--- src/rtl/updown_mod_counter_if.sv ---
// Control and status bundle for updown_mod_counter: control logic drives the
// master side, the counter implements the slave side.
interface updown_mod_counter_if #(
  parameter int WIDTH = 8
);
  logic             EN;
  logic             UP;
  logic             LOAD;
  logic [WIDTH-1:0] DATA;
  logic             CLR;
  logic [WIDTH-1:0] COUNT;
  logic             TC;
  logic             OVF;

  modport master (
    output EN, UP, LOAD, DATA, CLR,
    input  COUNT, TC, OVF
  );

  modport slave (
    input  EN, UP, LOAD, DATA, CLR,
    output COUNT, TC, OVF
  );
endinterface

--- src/rtl/updown_mod_counter.sv ---
// Programmable-width, programmable-modulus up/down counter with prescaler,
// wrap-or-saturate bounds, registered terminal-count pulse and sticky overflow.
module updown_mod_counter #(
  parameter int WIDTH    = 8,
  parameter int MOD_MAX  = 2**WIDTH - 1,
  parameter bit SATURATE = 1'b0,
  parameter int PRESCALE = 1
) (
  input  logic                 CLK,
  input  logic                 RST,
  updown_mod_counter_if.slave  bus
);

  localparam int               PS_W      = (PRESCALE > 1) ? $clog2(PRESCALE) : 1;
  localparam logic [WIDTH-1:0] MOD_MAX_C = WIDTH'(MOD_MAX);
  localparam logic [PS_W-1:0]  PS_LAST   = PS_W'(PRESCALE - 1);
  localparam logic [WIDTH-1:0] ZERO_C    = {WIDTH{1'b0}};
  localparam logic [PS_W-1:0]  PS_ZERO   = {PS_W{1'b0}};

  logic [WIDTH-1:0] count_r;
  logic [PS_W-1:0]  ps_r;
  logic             tc_r;
  logic             ovf_r;

  logic [WIDTH-1:0] count_next_s;
  logic [PS_W-1:0]  ps_next_s;
  logic             tc_next_s;
  logic             ovf_next_s;
  logic             step_s;

  // Out-of-range load values are clamped to the modulus bound.
  function automatic logic [WIDTH-1:0] clamp_load(input logic [WIDTH-1:0] value);
    if (value > MOD_MAX_C) begin
      clamp_load = MOD_MAX_C;
    end else begin
      clamp_load = value;
    end
  endfunction

  assign step_s = bus.EN && (ps_r == PS_LAST);

  // Next-state: CLR beats LOAD beats a step; a bound hit raises TC and OVF.
  always_comb begin
    count_next_s = count_r;
    ps_next_s    = ps_r;
    tc_next_s    = 1'b0;
    ovf_next_s   = ovf_r;
    if (bus.CLR) begin
      count_next_s = ZERO_C;
      ps_next_s    = PS_ZERO;
      ovf_next_s   = 1'b0;
    end else if (bus.LOAD) begin
      count_next_s = clamp_load(bus.DATA);
      ps_next_s    = PS_ZERO;
    end else if (step_s) begin
      ps_next_s = PS_ZERO;
      if (bus.UP) begin
        if (count_r >= MOD_MAX_C) begin
          count_next_s = SATURATE ? MOD_MAX_C : ZERO_C;
          tc_next_s    = 1'b1;
          ovf_next_s   = 1'b1;
        end else begin
          count_next_s = count_r + WIDTH'(1);
        end
      end else begin
        if (count_r == ZERO_C) begin
          count_next_s = SATURATE ? ZERO_C : MOD_MAX_C;
          tc_next_s    = 1'b1;
          ovf_next_s   = 1'b1;
        end else begin
          count_next_s = count_r - WIDTH'(1);
        end
      end
    end else if (bus.EN) begin
      ps_next_s = ps_r + PS_W'(1);
    end else begin
      ps_next_s = ps_r;
    end
  end

  // State and output registers.
  always_ff @(posedge CLK or negedge RST) begin
    if (!RST) begin
      count_r <= ZERO_C;
      ps_r    <= PS_ZERO;
      tc_r    <= 1'b0;
      ovf_r   <= 1'b0;
    end else begin
      count_r <= count_next_s;
      ps_r    <= ps_next_s;
      tc_r    <= tc_next_s;
      ovf_r   <= ovf_next_s;
    end
  end

  assign bus.COUNT = count_r;
  assign bus.TC    = tc_r;
  assign bus.OVF   = ovf_r;

endmodule

--- src/flat_wrapper.sv ---
// flat-port wrapper written by rule: the top's interface ports become plain ports
module updown_mod_counter_flat 
#(
  parameter int WIDTH    = 8,
  parameter int MOD_MAX  = 2**WIDTH - 1,
  parameter bit SATURATE = 1'b0,
  parameter int PRESCALE = 1
)
  (CLK, RST, bus_EN, bus_UP, bus_LOAD, bus_DATA, bus_CLR, bus_COUNT, bus_TC, bus_OVF);
  updown_mod_counter_if #(.WIDTH(WIDTH)) bus_i ();
  input  logic CLK;
  input  logic RST;
  input wire logic [$bits(bus_i.EN)-1:0] bus_EN;
  input wire logic [$bits(bus_i.UP)-1:0] bus_UP;
  input wire logic [$bits(bus_i.LOAD)-1:0] bus_LOAD;
  input wire logic [$bits(bus_i.DATA)-1:0] bus_DATA;
  input wire logic [$bits(bus_i.CLR)-1:0] bus_CLR;
  output wire logic [$bits(bus_i.COUNT)-1:0] bus_COUNT;
  output wire logic [$bits(bus_i.TC)-1:0] bus_TC;
  output wire logic [$bits(bus_i.OVF)-1:0] bus_OVF;
  assign bus_i.EN = bus_EN;
  assign bus_i.UP = bus_UP;
  assign bus_i.LOAD = bus_LOAD;
  assign bus_i.DATA = bus_DATA;
  assign bus_i.CLR = bus_CLR;
  assign bus_COUNT = bus_i.COUNT;
  assign bus_TC = bus_i.TC;
  assign bus_OVF = bus_i.OVF;
  updown_mod_counter #(.WIDTH(WIDTH), .MOD_MAX(MOD_MAX), .SATURATE(SATURATE), .PRESCALE(PRESCALE)) u_core (.CLK(CLK), .RST(RST), .bus(bus_i));
endmodule
--- config.mk ---
export PLATFORM = sky130hd
export DESIGN_NAME = updown_mod_counter_flat
export DESIGN_NICKNAME = d
export VERILOG_FILES = /design/src/rtl/updown_mod_counter_if.sv /design/src/rtl/updown_mod_counter.sv /design/src/flat_wrapper.sv
export SDC_FILE = /design/constraint.sdc
export NUM_CORES = 1
export LEC_CHECK = 0
export BUFFER_PORTS_ARGS = -buffer_cell sky130_fd_sc_hd__buf_2
export CAP_MARGIN = 20
export CORE_ASPECT_RATIO = 0.9
export CORE_UTILIZATION = 30
export CTS_CLUSTER_DIAMETER = 40
export DETAILED_ROUTE_END_ITERATION = 8
export PLACE_DENSITY = 0.52
export SETUP_SLACK_MARGIN = 0.3
export SLEW_MARGIN = 20
export SYNTH_ARGS = -nofsm -noshare
export SYNTH_HDL_FRONTEND = slang
export SYNTH_SLANG_ARGS = --single-unit
--- constraint.sdc ---
create_clock -name CLK -period 1.9 [get_ports CLK]
set_clock_uncertainty 0.05 [all_clocks]
set_input_delay 0.285 -clock CLK [delete_from_list [all_inputs] [get_ports CLK]]
set_output_delay 0.285 -clock CLK [all_outputs]
set_load 0.05 [all_outputs]
* Yosys cells after proc, flatten, opt, wreduce, memory -nomap -nowiden
Index checks and enable logic that the tools add are counted.
Widths: inputs -> output; s select.
** Storage, ports and cells
- Bits in read-only memories :: 0
- Register bits after elaboration :: 11
- Output and inout port bits :: 10
- Memories :: 0
- Logic and storage cells :: 42
- RAM bits :: 0
- Input bits :: 14
- Bits in latches :: 0
** Operators by class
- Reductions and logical operators :: 7
- Mux-type cells :: 23
- Bitwise gates (word level) :: 1
- Magnitude comparators :: 2
- Divide/modulo/power cells :: 0
- Add/subtract/negate cells :: 3
- Equal/unequal tests :: 2
- Shift operators :: 0
- Multipliers :: 0
** Operators with widths (count)
- $mux 8 :: 7
- $mux 1 :: 16
- $add 8x1->8 const B :: 1
- $ge 8x8->1 const B :: 1
- $gt 8x8->1 const B :: 1
- $logic_not 8->1 :: 1
- $sub 8x1->8 const B :: 1
- $reduce_bool 3->1 :: 2
- $reduce_and 4->1 :: 1
- $reduce_bool 4->1 :: 1
- $ne 3x1->1 const B :: 1
- $ne 2x1->1 const B :: 1
- $reduce_bool 2->1 :: 1
- $add 1x1->1 const B :: 1
- $logic_and 1x1->1 :: 1
- $not 1->1 :: 1

* Depth between registers and ports, before layout
- Depth in word-level cells :: 6
- Mapped depth :: 7
- Depth with buffers taken out :: 6

* Least setup slack after synthesis
No wires, ideal clock.
- Path type :: register -> register
- From :: register u_core.count_r[0], in the netlist u_core.bus.COUNT[0]
- To :: register u_core.count_r[5], in the netlist u_core.bus.COUNT[5]
- Setup slack :: -317 ps
- Path buffers :: 1
- Period minus slack after synthesis :: 2217 ps
- Data arrival time :: 2047 ps
- Cell stages (with the launch flop) :: 8
- Data required time :: 1730 ps
- Setup time :: 120 ps
- Cell sequence :: dfrtp_1 clkbuf_1 inv_1 ha_1 nor3b_1 a21oi_1 o211ai_1 a31o_1
** Between the ends
- Longest elaborated chain between the ends :: 6
- Elaborated cells between the ends (all ways) :: 10
- Classes of those cells :: 2 x add/sub; 1 x order compare; 6 x mux; 1 x reduce/logical
** RTL lines
- start: declaration :: line updown_mod_counter.sv:20 : logic [WIDTH-1:0] count_r;
- start signal: assignment :: line updown_mod_counter.sv:89 : count_r <= count_next_s;
- $sub 8x1->8 (tied with other cells) :: line updown_mod_counter.sv:71 : count_next_s = count_r - WIDTH'(1);
- $mux 8, on equally long branches :: line updown_mod_counter.sv:66, updown_mod_counter.sv:58
- $mux 8 (*) :: line updown_mod_counter.sv:57 : if (bus.UP) begin
- $mux 8 (*) :: line updown_mod_counter.sv:55 : end else if (step_s) begin
- $mux 8 (*) :: line updown_mod_counter.sv:52 : end else if (bus.LOAD) begin
- $mux 8 (*) :: line updown_mod_counter.sv:48 : if (bus.CLR) begin
Mark *: on every way between the ends. The rest lies on a longest branch, timed or not. The select of a mux whose other input is x is not followed.
A chain may end at the register's enable or synchronous reset.

* Worst setup path in the final report
- From :: register u_core.count_r[2], in the netlist u_core.bus.COUNT[2]
- To :: register u_core.count_r[5], in the netlist u_core.bus.COUNT[5]
Same word-level chain as after synthesis.

==> results.py <==
metrics = {
    "synthesis": {
        "ys_warn_count": 0,
        "synth_area_um2": 970.9,
        "synthArstFlopShare_pct": 100.0,
        "syn_avg_cell_area_um2": 8.159,
        "synth_nets": 136,
        "ys_types": 46,
        "ys_seq_elements": 11,
        "synth-seq-area-share_pct": 28.35,
        "synth_edf_count": 0,
        "synth_top_flop_cell": "dfrtp_1",
        "postSynthCellCount": 119,
    },
    "clock_network": {
        "clock_sinks": 11,
        "ctsLongestPathBuffers": 2,
        "cts_buffers": 3,
        "h-tree-depth": 1,
        "cts_tree": "built",
        "clk_pin_slew_ps": 80,
        "cts_root_buffer": "clkbuf_4",
        "clk_latency_ps": 280,
    },
    "timing": {
        "finalMaxSlewViolations": 0,
        "period_needed_ps": 1776,
        "hold-worst-slack_ps": 138.3,
        "tightest_slew_ps": 363.4,
        "timing.final.ws_setup_ps": 123.9,
        "finalHoldViolations": 0,
        "tns_ps": 0,
        "rsz0062_at_grt": "true",
        "slew_headroom_pct": 75.72,
        "period_share_pct": 93.48,
        "max_freq_ghz": 0.5630,
        "setup_viol": 0,
    },
    "worst_setup_path": {
        "path_cells": "or4_4 -> or4_4 -> o211ai_1 -> a31o_1",
        "path_buf_inv": 0,
        "cp_slowest_cell": "or4_4",
        "worstPathArrival_ps": 1950,
        "cp_max_fo": 4,
        "path_class": "register to register",
        "setup.worst_path.end_class": "register",
        "crit_family": "simple AND/OR/NAND/NOR gates",
        "cp.required_ps": 2070,
        "reg2reg_slack_ps": 120,
        "crit_top_cell": "or4_4",
        "worstSetupStartpointType": "register",
        "cpPeakStageDelay_ps": 550,
    },
    "outcome": {
        "status": "complete, no violations",
    },
    "floorplan": {
        "pin_count": 24,
        "row_count": 19,
        "core_mm2": 0.003067,
        "initial_core_util_pct": 31.66,
        "die_w_um": 61.97,
        "die_h_um": 55.97,
        "dieArea_mm2": 0.003468,
    },
    "placement": {
        "dp.cells": 181,
        "place_hpwl_um": 2107,
        "gp_congestion": 0.8513,
        "place_area_mm2": 0.001185,
        "port_buffers": 23,
        "dp_slack_ps": 105.0,
    },
    "global_routing": {
        "antenna_found_initial": 0,
        "grt_first_pass_wirelength_um": 5002,
        "overflow": 0,
        "grt_max_degree": 18,
        "grt_use_total_pct": 19.24,
        "grt_pass1_vias": 996,
    },
    "cells_and_area": {
        "fin_util_pct": 43.49,
        "drive_above_1_share_pct": 40.65,
        "fin_area_mm2": 0.001334,
        "fillers": 326,
        "insertedDiodeCount": 0,
        "nets": 173,
        "area_delta_synth_final_pct": 37.37,
        "final_cells": 197,
    },
    "routing": {
        "routed_via_density": 5.421,
        "drcViolationCount": 0,
        "num_vias": 1068,
        "final_antenna_net_count": 0,
        "drt_wl_total_um": 3041,
        "drt_iter0_drc": 54,
        "firstDrtPassIters": 4,
        "wl_per_cell_um": 15.44,
    },
    "power_and_ir_drop": {
        "p_total_mw": 0.8212,
        "power_density_mw_per_mm2": 615.7,
        "leakage_nw": 0.5768,
        "ir_drop_v": 0.0003026,
    },
    "min_path": {
        "hold_class": "input port to register",
    },
    "job": {
        "maxCapViolations": 0,
    },
}
==> final timing paths <==
kind,cells after the start,endpoint,start
worst max-delay path,4,u_core.bus.COUNT[5],u_core.bus.COUNT[2]
worst min-delay path,2,u_core.ps_r,bus_EN
worst max register to register,4,u_core.bus.COUNT[5],u_core.bus.COUNT[2]
worst min register to register,2,u_core.bus.OVF,u_core.bus.OVF
max in group asynchronous,2,u_core.bus.COUNT[1],RST
min in group asynchronous,2,u_core.bus.COUNT[5],RST
==> flip-flops by register name (all words and copies together), names as in the netlist <==
signal	cells
u_core.bus.COUNT	8
u_core.bus.OVF	1
u_core.bus.TC	1
u_core.ps_r	1
==> cell usage after synthesis, types with 3 or more instances <==
library cell | count | area (um2)
a21oi_1 | 14 | 70.07
a31oi_1 | 5 | 31.28
clkbuf_1 | 6 | 22.52
dfrtp_1 | 11 | 275.3
ha_1 | 3 | 37.54
inv_1 | 7 | 26.28
nand2_1 | 3 | 11.26
nand3_1 | 4 | 20.02
nor2_1 | 6 | 22.52
nor2b_1 | 6 | 37.54
nor3_1 | 4 | 20.02
o21ai_0 | 6 | 30.03
xor2_1 | 4 | 35.03
==> final cells by class <==
cell class              instances  area (um2)  share of cell area [%]
clock buffers                   4       26.28                   1.970
inverters                       7       31.28                   2.345
multi-input cells              91       673.1                   50.47
flip-flops and latches         11       284.0                   21.29
well taps                      42       52.55                   3.940
repair buffers                 42       266.5                   19.98
==> kinds of logic after synthesis <==
family                   Yosys count  synth area share, %
flip-flops                        11                28.35
AO/OA/AOI/OAI                     46                31.32
buffers and inverters             17                7.603
AND/OR/NAND/NOR                   37                24.36
XOR/XNOR                           5                4.510
adder cells (fa/ha/maj)            3                3.866
==> power by group <==
| group | internal (mW) | total (mW) | switching [mW] |
|---|---|---|---|
| clock | 0.0816 | 0.179 | 0.0970 |
| sequential | 0.252 | 0.282 | 0.0296 |
| combinational | 0.154 | 0.361 | 0.207 |
| total | 0.488 | 0.821 | 0.334 |
==> worst reg2reg max path: stages, from the launching register on <==
cell and delay [ps]:
dfrtp_2 430, or4_4 550, or4_4 420, o211ai_1 100, a31o_1 170
==> layer usage <==
metal	wire, um	vias to the layer above	global-route usage (%)
li1	-	519	-
met1	1475	516	28.43
met2	1407	31	28.72
met3	154	2	4.419
met4	4	0	2.857
met5	0	-	0
==> placed cells by master (no fill, tap or decap), types with 2 or more instances in the layout <==
cell type / instances
buf_2: 22
buf_4: 18
xor2_1: 4
dfrtp_2: 7
o21ai_0: 5
a31oi_1: 5
nor2_1: 6
clkbuf_4: 3
nor2b_1: 6
nand2b_1: 2
or4_4: 2
a22oi_1: 2
o31a_1: 2
nand3_1: 3
a31o_1: 2
inv_1: 6
nand2_1: 3
o21ai_1: 2
nor3_1: 4
dfrtp_1: 4
a21oi_1: 13
==> what timing repair did <==
item / 4_1_cts / 5_1_grt
hold endpoints to repair: 11 / 0
endpoints found under the setup margin: 6 / 10
resized for setup: 2 / 7
hold buffers: 1 / 0
pin swaps: 0 / 1
setup buffers: 11 / 0
Power figures use the tool's default switching activity.
